===== config.mk =====
export PLATFORM = sky130hd
export DESIGN_NAME = note_row_decoder
export DESIGN_NICKNAME = d
export VERILOG_FILES = /design/src/rtl/note_row_decoder.sv
export SDC_FILE = /design/constraint.sdc
export NUM_CORES = 1
export LEC_CHECK = 0
export CAP_MARGIN = 25
export CELL_PAD_IN_SITES_DETAIL_PLACEMENT = 0
export CELL_PAD_IN_SITES_GLOBAL_PLACEMENT = 2
export CORE_ASPECT_RATIO = 1.1
export CORE_MARGIN = 8
export CORE_UTILIZATION = 26
export DETAILED_ROUTE_END_ITERATION = 7
export HOLD_SLACK_MARGIN = 0.08
export PLACE_DENSITY_LB_ADDON = 0.08
export SETUP_SLACK_MARGIN = 0.1
export SYNTH_ARGS = -nofsm -noshare
export SYNTH_HDL_FRONTEND = slang
export SYNTH_SLANG_ARGS = --single-unit

===== constraint.sdc =====
create_clock -name clk -period 2.3 [get_ports clk]
set_input_delay 0.46 -clock clk [delete_from_list [all_inputs] [get_ports clk]]
set_output_delay 0.46 -clock clk [all_outputs]
set_load 0.01 [all_outputs]

===== src/rtl/note_row_decoder.sv =====
// Scan-line to note-lane decoder: tracks the raster with incremental counters
// and reports the lane, in-lane offset and staff-line flag of the current line.
module note_row_decoder #(
    parameter int unsigned TOP_Y     = 40,
    parameter int unsigned ROW_PITCH = 40,
    parameter int unsigned NUM_NOTES = 10,
    parameter int unsigned LINE_W    = 2
) (
    input  logic       clk,
    input  logic       reset,
    input  logic       frame_start,
    input  logic       line_start,
    output logic [9:0] y_cur,
    output logic [3:0] note,
    output logic       in_staff,
    output logic       staff_line,
    output logic [5:0] row_off
);

    typedef enum logic [1:0] {
        ABOVE   = 2'd0,
        IN_ROWS = 2'd1,
        BELOW   = 2'd2
    } state_t;

    localparam logic [10:0] TOP_Y11     = 11'(TOP_Y);
    localparam logic [6:0]  PITCH7      = 7'(ROW_PITCH);
    localparam logic [6:0]  LINE_W7     = 7'(LINE_W);
    localparam logic [3:0]  LAST_NOTE   = 4'(NUM_NOTES - 1);
    localparam logic        TOP_IS_ZERO = (TOP_Y == 0);

    state_t     state, state_n;
    logic [9:0] y_n;
    logic [3:0] note_n;
    logic [5:0] row_n;
    logic       in_staff_n;
    logic       staff_line_n;

    // Line counter holds at the last representable line instead of wrapping.
    function automatic logic [9:0] sat_inc(input logic [9:0] v);
        return (v == 10'h3FF) ? v : v + 10'd1;
    endfunction

    function automatic logic row_wraps(input logic [5:0] r);
        return ({1'b0, r} + 7'd1) == PITCH7;
    endfunction

    always_comb begin
        state_n = state;
        y_n     = y_cur;
        note_n  = note;
        row_n   = row_off;
        if (frame_start) begin
            y_n   = 10'd0;
            row_n = 6'd0;
            if (TOP_IS_ZERO) begin
                state_n = IN_ROWS;
                note_n  = 4'd0;
            end else begin
                state_n = ABOVE;
                note_n  = 4'hF;
            end
        end else if (line_start) begin
            y_n = sat_inc(y_cur);
            case (state)
                ABOVE: begin
                    if (({1'b0, y_cur} + 11'd1) == TOP_Y11) begin
                        state_n = IN_ROWS;
                        note_n  = 4'd0;
                        row_n   = 6'd0;
                    end
                end
                IN_ROWS: begin
                    if (row_wraps(row_off)) begin
                        row_n = 6'd0;
                        if (note == LAST_NOTE) begin
                            state_n = BELOW;
                            note_n  = 4'hF;
                        end else begin
                            note_n = note + 4'd1;
                        end
                    end else begin
                        row_n = row_off + 6'd1;
                    end
                end
                default: begin
                    state_n = BELOW;
                end
            endcase
        end
        in_staff_n   = (state_n == IN_ROWS);
        staff_line_n = in_staff_n && ({1'b0, row_n} < LINE_W7);
    end

    always_ff @(posedge clk) begin
        if (reset) begin
            state      <= ABOVE;
            y_cur      <= 10'd0;
            note       <= 4'hF;
            row_off    <= 6'd0;
            in_staff   <= 1'b0;
            staff_line <= 1'b0;
        end else begin
            state      <= state_n;
            y_cur      <= y_n;
            note       <= note_n;
            row_off    <= row_n;
            in_staff   <= in_staff_n;
            staff_line <= staff_line_n;
        end
    end

endmodule

==> summary by stage <==
Power
The total power per unit cell area is 377.8 nW/µm². The part of the total power dissipated in combinational logic is 6.3%. Net switching is 21.63% of the power. The internal power component is 0.5912 mW. The sequential group share of total power is 55.3%. The worst-case vdd ir drop is 0.1897 mV. Summed over all nets, the switching power comes to 0.1632 mW. In this run, the clock network consumes 38.4% of the power. The leakage component of the power is 0.7495 nW.

STA
The aggregate negative setup slack is -1.043 ns. After layout, the worst path uses 107.9% of the clock period. The total count of hold-check failures in the final report is 0. Across all setup checks in the final design, the least slack found is -0.1815 ns.

The final max-slew violation count is 0. Clock skew on the completed layout was measured at 0.005087 ns. Headroom to the max-slew limit came out at 68.75%.

Setup repair after global routing could not meet its margin everywhere. The clock period minus worst slack is 2.482 ns. For the pin with the worst max-slew slack, the measured transition is 0.4681 ns.

The total setup violations reported at the end of the flow is 11. The achievable frequency is 403.0 MHz.

Route
The total via count in the routed design is 1442. After detailed routing, the number of remaining DRC violations is 0. The wire length reported by the detailed router is 3.985 mm. For this run, the detailed router's first-pass iteration total came to 4. The post-detailed-route count of antenna-violating nets is 0. The initial DRC count is 49. After detailed routing, the average wire length per cell comes to 13.93 µm. The via-per-instance ratio is 5.042.

Synth
The predominant post-synthesis flop cell is sky130_fd_sc_hd__dfxtp_1. The synthesized design contains 24 register bits. The number of nets produced by synthesis is 177. In the synthesized netlist the async set-or-reset flop fraction comes to 0%. The warning count from the yosys run is 0. Ranked by instance count, the synthesized netlist is headed by sky130_fd_sc_hd__dfxtp_1, sky130_fd_sc_hd__nor2_1, sky130_fd_sc_hd__nand2_1. The count of distinct cell types in the synthesized netlist is 43. The number of flops mapped to enable cells by yosys is 0. The post-synthesis instance area is 1340 µm². A synthesized cell averages 7.929 µm².

Among all cell types in the netlist, the one instantiated most often is sky130_fd_sc_hd__dfxtp_1. After synthesis, the cell types taking the most area are sky130_fd_sc_hd__dfxtp_1, sky130_fd_sc_hd__nor2_1, sky130_fd_sc_hd__a21oi_1, sky130_fd_sc_hd__nand2_1, sky130_fd_sc_hd__nand3_1. After synthesis, flip-flops and latches occupy 35.85% of the total area.

After technology mapping, the gate count stands at 169. Of all cell types, the one taking the most synthesized area is sky130_fd_sc_hd__dfxtp_1. The synthesized design devotes to its leading area cell type 35.85% of total area.

Cells and area
The net count of the finished layout is 237. The post-route netlist has 23.25% of its cells at a drive strength greater than 1. Relative to the synthesized area, the layout overhead comes to 49.02%. Once layout is done, the placed cells without fillers occupy 1997 µm². The area occupied by registers is 485.5 µm². The area of combinational cells with multiple inputs is 848.3 µm². The number of filler cells placed in the layout is 539. 0 antenna diodes ended up in the layout.

Floorplan
The floorplan step set the die width to 84.45 µm. The row count is 27. The effective utilization at floorplan is 26.80%. The die covers 7710 µm².

The region available for standard cell placement spans 5000 µm². 26 I/O pins were placed. In this run the vertical extent of the chip is 91.30 µm.

Clock network
The master cell of the clock root buffer is sky130_fd_sc_hd__clkbuf_8. The number of buffers on the longest clock path is 2. The clock transition at the registers of the reported paths is 0.09 ns. The clock buffer count from CTS is 3. The number of sinks handled by clock tree synthesis is 24. The source-to-sink clock delay at the later pin of the worst-skew pair is 0.27 ns. The H-tree level count is 1. TritonCTS built the clock tree.

Placement
The routability congestion estimate from global placement is 0.7605. Input and output buffers added on the ports amount to 25. Once placement finished, the instance area stood at 1908 µm². The half-perimeter wire length of the detailed placement result is 3.161 mm. The pre-CTS setup slack is -0.1802 ns.

Critical path
Along the worst path, the maximum fanout reaches 3. STA classifies the critical path startpoint as a register. By startpoint and endpoint, the worst setup path is classified as register to register. STA puts the critical path data required time at 2.51 ns. The arrival time reported for the critical path endpoint is 2.69 ns.

The nature of the critical path endpoint is a register.

Global route
The total overflow left after global routing is 0. The wire length of the first global-routing pass is 6.734 mm. The initial antenna violation count came to 0. The number of global-route vias before repair came to 1434. In the global route stage, overall resource usage came out at 10.46%. The maximum number of pins on one net before global-route repair is 14.

Run status
The final reports fail on setup timing. The flow ran to the end, but the final reports show violations.

Hold path
The worst hold-check path type is register to register.

Job
The count of maximum capacitance violations is 0.
==> power by group through the flow <==
stage                     Clock, mW  Sequential (mW)  Combinational, mW
final                         0.289            0.417             0.0477
after global routing          0.323            0.418             0.0526
after CTS                     0.303            0.417             0.0484
after detailed placement          0            0.427             0.0480
after global placement            0            0.427             0.0474
after floorplan                   0            0.429             0.0173
==> kinds of logic after synthesis <==
logic type      after synthesis  share of synthesized area, %
flops                        24                         35.85
mux                           3                         2.334
buf+inv                      11                         3.081
simple gates                 77                         28.66
compound gates               42                         21.10
fa+ha+maj                     4                         3.735
xor+xnor                      8                         5.229
==> final timing paths <==
kind,startpoint,endpoint,slack [ns],cells after the start
setup reg to reg,y_cur[0],staff_line,-0.18,8
hold reg to reg,state[1],state[1],0.55,2
setup / recovery,y_cur[0],staff_line,-0.18,8
hold / removal,state[1],state[1],0.55,2
==> placed cells by master, fill, tap and decap left out, types with 2 or more instances in the layout <==
cell type,count
sky130_fd_sc_hd__nand2_1,15
sky130_fd_sc_hd__a21oi_1,12
sky130_fd_sc_hd__o21ai_1,2
sky130_fd_sc_hd__nand4_1,4
sky130_fd_sc_hd__ha_1,3
sky130_fd_sc_hd__nor2_1,23
sky130_fd_sc_hd__a211o_1,2
sky130_fd_sc_hd__a211oi_1,2
sky130_fd_sc_hd__clkbuf_8,4
sky130_fd_sc_hd__a31oi_1,3
sky130_fd_sc_hd__and3_1,4
sky130_fd_sc_hd__nand3_1,11
sky130_fd_sc_hd__xnor2_1,3
sky130_fd_sc_hd__nor3b_1,2
sky130_fd_sc_hd__xor2_1,5
sky130_fd_sc_hd__buf_4,33
sky130_fd_sc_hd__inv_1,7
sky130_fd_sc_hd__o21ai_0,6
sky130_fd_sc_hd__dfxtp_1,22
sky130_fd_sc_hd__clkdlybuf4s50_1,25
sky130_fd_sc_hd__nand2b_1,2
sky130_fd_sc_hd__nor3_1,4
sky130_fd_sc_hd__a21o_1,2
sky130_fd_sc_hd__mux2i_1,2
==> per-stage QoR <==
step	cells	total power [mW]	hold slack, ns	util [%]
after floorplan	169	0.4459	0.5010	-
after global placement	280	0.4742	0.5384	38.16
after detailed placement	280	0.4750	0.5386	38.16
after CTS	285	0.7687	0.5619	39.66
after global routing	286	0.7929	0.6042	39.94
final	286	0.7543	0.5548	39.94
==> final cells by class <==
cell class	count	share of cell area (%)
multi-input combinational	134	42.48
timing repair buffer	59	25.50
sequential	24	24.31
tap	58	3.634
clock buffer	4	2.757
inverter	7	1.316
==> routing by layer <==
| metal | up-vias | share of wire [%] | GRT usage [%] |
|---|---|---|---|
| met5 | - | 0 | 0 |
| met3 | 4 | 2.8 | 2.072 |
| met4 | 0 | 1.0 | 3.566 |
| met1 | 698 | 44 | 11.53 |
| met2 | 16 | 52 | 19.33 |
| li1 | 724 | - | - |
==> sequential cells by signal (all words and copies together) (netlist names) <==
name and flops:
y_cur 10, row_off 6, note 4, state 2
in_staff 1, staff_line 1
==> timing repair <==
action                     CTS  global route
cloned                       0             0
pin swaps                    1             2
resized for setup            4             3
setup buffers                1             2
hold buffers                 0             0
setup endpoints to repair   13            13
==> worst max-delay path, cell delays in order (launching register included) <==
cell and delay [ns]:
sky130_fd_sc_hd__dfxtp_4 0.36, sky130_fd_sc_hd__ha_4 0.16, sky130_fd_sc_hd__xor2_1 0.13, sky130_fd_sc_hd__or4b_1 0.53, sky130_fd_sc_hd__a2111oi_2 0.30, sky130_fd_sc_hd__o211ai_1 0.17, sky130_fd_sc_hd__or3_4 0.37, sky130_fd_sc_hd__a221oi_2 0.22
sky130_fd_sc_hd__o2111a_1 0.19
No activity file was read; power rests on OpenSTA's default activity.
